## src/rtl/wb_port_arbiter.sv

```systemverilog
// wb_port_arbiter: shares the register-file write port between the pipeline write-back and a 2-entry long-latency result queue
//   params : DATA_W (data width), STARVE_MAX (denied cycles tolerated by the queue head before a forced stall)
//   in     : clk, rst_n (async active-low), wb_we/wb_rd/wb_data (pipeline write-back), lu_valid/lu_rd/lu_data (long-latency result)
//   out    : lu_ready (queue can accept), rf_we/rf_rd/rf_wdata (register-file write port), pipe_stall (freeze whole pipeline)
module wb_port_arbiter #(
    parameter int DATA_W     = 32,
    parameter int STARVE_MAX = 4
) (
    input  logic              clk,
    input  logic              rst_n,
    input  logic              wb_we,
    input  logic [4:0]        wb_rd,
    input  logic [DATA_W-1:0] wb_data,
    input  logic              lu_valid,
    input  logic [4:0]        lu_rd,
    input  logic [DATA_W-1:0] lu_data,
    output logic              lu_ready,
    output logic              rf_we,
    output logic [4:0]        rf_rd,
    output logic [DATA_W-1:0] rf_wdata,
    output logic              pipe_stall
);
    localparam int CW = $clog2(STARVE_MAX + 1);
    localparam logic [CW-1:0] CMAX = CW'(STARVE_MAX);
    logic [4:0]        rd_q   [2];
    logic [DATA_W-1:0] data_q [2];
    logic              rptr, wptr;
    logic [1:0]        count;
    logic [CW-1:0]     cnt;
    logic              head, wb_eff, push, pop;
    assign head       = count != 2'd0;
    // ready looks only at registered occupancy, so a same-cycle pop never enables a push into a full queue
    assign lu_ready   = count != 2'd2;
    // results for x0 complete the handshake but are dropped here
    assign push       = lu_valid & lu_ready & (lu_rd != 5'd0);
    assign wb_eff     = wb_we & (wb_rd != 5'd0);
    assign pipe_stall = (cnt == CMAX) & head;
    // a stall steals the slot from the pipeline; otherwise the queue only gets idle slots
    assign pop        = head & (pipe_stall | ~wb_eff);
    assign rf_we      = rst_n & (wb_eff | head);
    assign rf_rd      = pop ? rd_q[rptr] : wb_rd;
    assign rf_wdata   = pop ? data_q[rptr] : wb_data;
    always_ff @(posedge clk or negedge rst_n) begin
        if (!rst_n) begin
            rptr  <= 1'b0;
            wptr  <= 1'b0;
            count <= 2'd0;
            cnt   <= '0;
        end else begin
            if (push) wptr <= ~wptr;
            if (pop) rptr <= ~rptr;
            count <= count + 2'(push) - 2'(pop);
            cnt   <= (!head || pop) ? '0 : (cnt == CMAX) ? cnt : cnt + CW'(1);
        end
    end
    always_ff @(posedge clk) begin
        if (push) begin
            rd_q[wptr]   <= lu_rd;
            data_q[wptr] <= lu_data;
        end
    end
endmodule

```

## config.mk

```make
export PLATFORM = sky130hd
export DESIGN_NAME = wb_port_arbiter
export DESIGN_NICKNAME = d
export VERILOG_FILES = /design/src/rtl/wb_port_arbiter.sv
export SDC_FILE = /design/constraint.sdc
export NUM_CORES = 1
export LEC_CHECK = 0
export CORE_MARGIN = 3
export CORE_UTILIZATION = 35
export DETAILED_ROUTE_END_ITERATION = 8
export GPL_ROUTABILITY_DRIVEN = 1
export PLACE_DENSITY = 0.71
export SYNTH_ARGS = -nofsm -noshare
export SYNTH_HDL_FRONTEND = slang
export SYNTH_SLANG_ARGS = --single-unit
```

## constraint.sdc

```tcl
create_clock -name clk -period 2.8 [get_ports clk]
set_input_delay 0.56 -clock clk [delete_from_list [all_inputs] [get_ports clk]]
set_output_delay 0.56 -clock clk [all_outputs]
set_load 0.02 [all_outputs]
```

== Word level (Yosys, flattened, before mapping) ==
Memory sizes are Yosys's and may differ from the RTL's.
Cells that the tools add are included.
Storage, ports and cells
  output and inout port bits: 40
  memory bits (read-only): 0
  latch bits: 0
  bits of input ports: 78
  memories: 2
  logic and storage cells: 34
  memory bits (writable): 74
  bits in registers: 7
Operators by class
  equal/unequal tests: 3
  bitwise operators: 11
  shifts and indexed selects: 0
  $mul: 0
  add/sub/neg operators: 3
  reduce and logical (&&, ||, !) cells: 5
  div/mod/pow operators: 0
  muxes and demuxes: 6
  magnitude comparators: 0
Memories
  data_q: depth 2, width 32, read ports 1, clocked after Yosys merged registers in 0, write ports 1, RTL line 26  | logic [DATA_W-1:0] data_q [2];
  rd_q: depth 2, width 5, read ports 1, clocked after Yosys merged registers in 0, write ports 1, RTL line 25  | logic [4:0] rd_q [2];
Operators with widths (count)
  $mux W32: 1
  $reduce_bool A5 Y1: 2
  $and A1 B1 Y1: 6
  $mux W3: 2
  $mux W5: 1
  $ne A2 B2 Y1 const B: 2
  $add A3 B1 Y3 const B: 1
  $eq A3 B3 Y1 const B: 1
  $not A1 Y1: 3
  $add A2 B1 Y2: 1
  $mux W1: 2
  $or A1 B1 Y1: 2
  $reduce_bool A2 Y1: 1
  $sub A2 B1 Y2: 1
  $logic_not A1 Y1: 1
  $logic_or A1 B1 Y1: 1

== Longest topological paths before layout ==
  depth in word-level cells: 7
  mapped depth: 11
  depth with buffers taken out: 9

== Least setup slack after synthesis ==
Ideal clock, no wire load.
  path type: register to register
  start: register count[1]
  end: memory data_q[0][0], enable pin
  required time: 2.369 ns
  stages on the path, launching flop included: 4
  library setup time: 0.431 ns
  clock period less this slack: 2.802 ns
  path buffers: 0
  path slack: -0.002 ns
  arrival: 2.371 ns
  path through: dfrtp_1 nand2b_1 o211ai_2 nor2_1
Between the ends
  cells in the longest elaborated chain, start to end: 5
Ends and longest elaborated chain
  start: declaration: RTL line 28  | logic [1:0] count;
  start signal: assignment: RTL line 52  | count <= count + 2'(push) - 2'(pop);
  $ne A2 B2 Y1: RTL line 33  | assign lu_ready = count != 2'd2;
  net lu_ready: RTL line 17  | output logic lu_ready,
  $and A1 B1 Y1 (2 in a row): RTL line 35  | assign push = lu_valid & lu_ready & (lu_rd != 5'd0);
  $mux W1: RTL line 57  | if (push) begin
  $mux W1 (not written as such): RTL line 59  | data_q[wptr] <= lu_data;
  end: declaration: RTL line 26
The timed path passes the listed nets, and every way through them passes these cells.

== Final worst setup path ==
  start: input port wb_rd[0]
  end: output port rf_wdata[21]
Between the ends
  cells in the longest elaborated chain, start to end: 6
Ends and longest elaborated chain
  start: declaration: RTL line 12  | input logic [4:0] wb_rd,
  $reduce_bool A5 Y1: RTL line 36  | assign wb_eff = wb_we & (wb_rd != 5'd0);
  $and A1 B1 Y1: RTL line 36
  $not A1 Y1: RTL line 39  | assign pop = head & (pipe_stall | ~wb_eff);
  $or A1 B1 Y1: RTL line 39
  $and A1 B1 Y1: RTL line 39
  $mux W32: RTL line 42  | assign rf_wdata = pop ? data_q[rptr] : wb_data;
  end: declaration: RTL line 20  | output logic [DATA_W-1:0] rf_wdata,
No other way between the ends.

==> flow_summary.ini <==
[grt]
grt_busiest_layer = met2
gr-usage-met1 = 0.166
groute.usage.overall = 0.136
use_met2 = 0.230
grt_start_max_net_pins = 22
antenna_found_initial = 0
overflow = 0
met3_usage = 0.0383
grt_pass1_wl_um = 11700
grt_pass1_vias = 2348

[yosys]
synth-seq-area-share = 0.679
synth_area_leaders = edfxtp_1, mux2_2, dfrtp_1
syn-instance-count = 196
synth_cell_types = 25
netlist_area_um2 = 3530
synth.top_cell.area_share = 0.630
ys_warn_count = 0
yosysTopAreaCell = edfxtp_1
synth_seq_cells = 81
synth_area_per_cell_um2 = 18.0
syn_nets = 278

[timing]
finalCriticalPeriod_ps = 2720
tightestPinTransition_ps = 355
fmax_ghz = 0.367
tns_ps = 0
rsz0062_at_grt = false
finClkSkew_ps = 8.63
drv_slew = 0
max_slew_margin = 0.762
hold_violations = 0
setup_viol = 0
fin_crit_sh = 0.973

[clocking]
root_buffer = clkbuf_8
clock-sinks = 81
numCtsBuffers = 9
cts.clk_slew.worst_paths_ps = 80
htree_num_levels = 3
clk_path_buf_depth = 2
ctsHoldBuffers = 0
clock_latency_ps = 350
tritoncts = built

[route]
routed_wirelength_um = 7440
drt_iter0_drc = 56
drc = 0
wl_per_cell_um = 15.7
first_pass_iters = 4
via_per_inst = 4.54
vias = 2149
ant_nets = 0

[die]
rows = 36
core_um2 = 9770
die_h_um = 106
die-area_um2 = 11300
initial_core_util = 0.361
die-width_um = 106
num_io_pins = 118

[placed_design]
placed_area_um2 = 4920
place_inst = 450
port_buffers = 117
gp_congestion = 0.705
hpwl_um = 5120

[power_and_ir_drop]
power_leakage_nw = 1.84
ir_drop_mv = 0.347
powerDensity_nw_per_um2 = 873

[finish]
diodes = 0
nets = 417
layout-drive-gt1-share = 0.426
final_util = 0.515
finalNonFillerCells = 473
layout_common_cells = clkdlybuf4s50_1, edfxtp_1, mux2_2
final_cell_area_um2 = 5040
area_delta_synth_final_pct = 42.7
layout_commonest_cell = clkdlybuf4s50_1
nFillCells = 886

[run_status]
outcome = finished, final reports clean

[setup_path]
crit_required_ps = 2240
critPathKind = in2out
worstPathArrival_ps = 2160
cp-end-kind = output pin
startpoint_type = input port
path_max_fanout = 5

[worst_hold_path]
holdCritPathClass = reg2reg

[run]
maxCapViolations = 0
==> stage by stage <==
stage	hold slack [ps]	power, W	worst slack, ps
6_report	517	0.00440	76.9
5_1_grt	532	0.00464	1.19
4_1_cts	472	0.00456	-8.14
3_5_place_dp	461	0.00370	-493
3_3_place_gp	450	0.00367	-476
2_1_floorplan	264	0.00293	-1.92
==> synthesized netlist by cell type <==
master and count:
a21boi_0 1, a31oi_4 1, buf_2 3, buf_4 2, buf_6 1, buf_8 1, clkbuf_1 1, dfrtp_1 7
edfxtp_1 74, ha_1 4, inv_1 4, mux2_1 8, mux2_2 66, mux2i_1 1, nand2_1 3, nand2_2 1
nand2b_1 1, nand3b_1 1, nor2_1 8, nor3_2 1, nor3b_1 1, o211ai_2 1, or4_1 1, xnor2_1 3
xor2_1 1
==> where the power goes <==
| part | switching (W) | total [W] | internal, W | leakage, nW |
|---|---|---|---|---|
| registers | 0.0000750 | 0.00172 | 0.00165 | 0.772 |
| logic | 0.000937 | 0.00184 | 0.000905 | 0.974 |
| clock network | 0.000424 | 0.000834 | 0.000410 | 0.0945 |
| total | 0.00144 | 0.00440 | 0.00296 | 1.84 |
==> critical path, cell delays in order <==
cell,delay [ps]
dlygate4sd2_1,260
nor3_2,200
nand2_2,100
a31oi_4,230
buf_12,140
buf_8,110
buf_4,100
mux2_2,330
buf_6,130
==> cells by family (layout without fill, tap and decap cells) <==
kind of cell    count (synthesis)  count (layout)  share of synthesized area
buf+inv                        12             156                     0.0213
compound gates                  3               3                     0.0117
flops                          81              81                      0.679
xor+xnor                        4               4                    0.00993
fa+ha+maj                       4               4                     0.0142
mux                            75              75                      0.239
simple gates                   17              17                     0.0245
==> area by class of cell <==
class,instances,area (um^2),area share
clock buffer,9,124,0.0246
clock inverter,7,71.3,0.0142
inverter,4,15.0,0.00298
multi-input combinational,103,1080,0.214
sequential,81,2400,0.476
tap,133,166,0.0330
timing repair buffer,136,1180,0.235
==> state kept, by name (all words and copies together) (netlist names) <==
| name | flops |
|---|---|
| rd_q | 10 |
| rptr | 1 |
| cnt | 3 |
| wptr | 1 |
| count | 2 |
| data_q | 64 |
==> worst paths after layout <==
| check | endpoint | depth (start not counted) | start | slack [ps] |
|---|---|---|---|---|
| min reg2reg | count[1] | 1 | count[1] | 520 |
| max reg2reg | count[1] | 11 | cnt[0] | 750 |
| min | count[1] | 1 | count[1] | 520 |
| max | rf_wdata[21] | 9 | wb_rd[0] | 80 |
| min in group asynchronous | cnt[0] | 2 | rst_n | 540 |
| max in group asynchronous | rptr | 2 | rst_n | 2120 |
==> layer usage <==
metal | wire, um | share of wire | vias up
li1 | - | - | 1031
met1 | 3150 | 0.42 | 1036
met2 | 3710 | 0.50 | 72
met3 | 491 | 0.066 | 10
met4 | 85 | 0.011 | 0
met5 | 0 | 0 | -
==> what timing repair did <==
item	CTS	global route
resized for setup	111	43
setup endpoints to repair	37	37
pin swaps	1	1
buffers inserted	4	1
cloned	2	0
(Power assumes the default switching activity.)
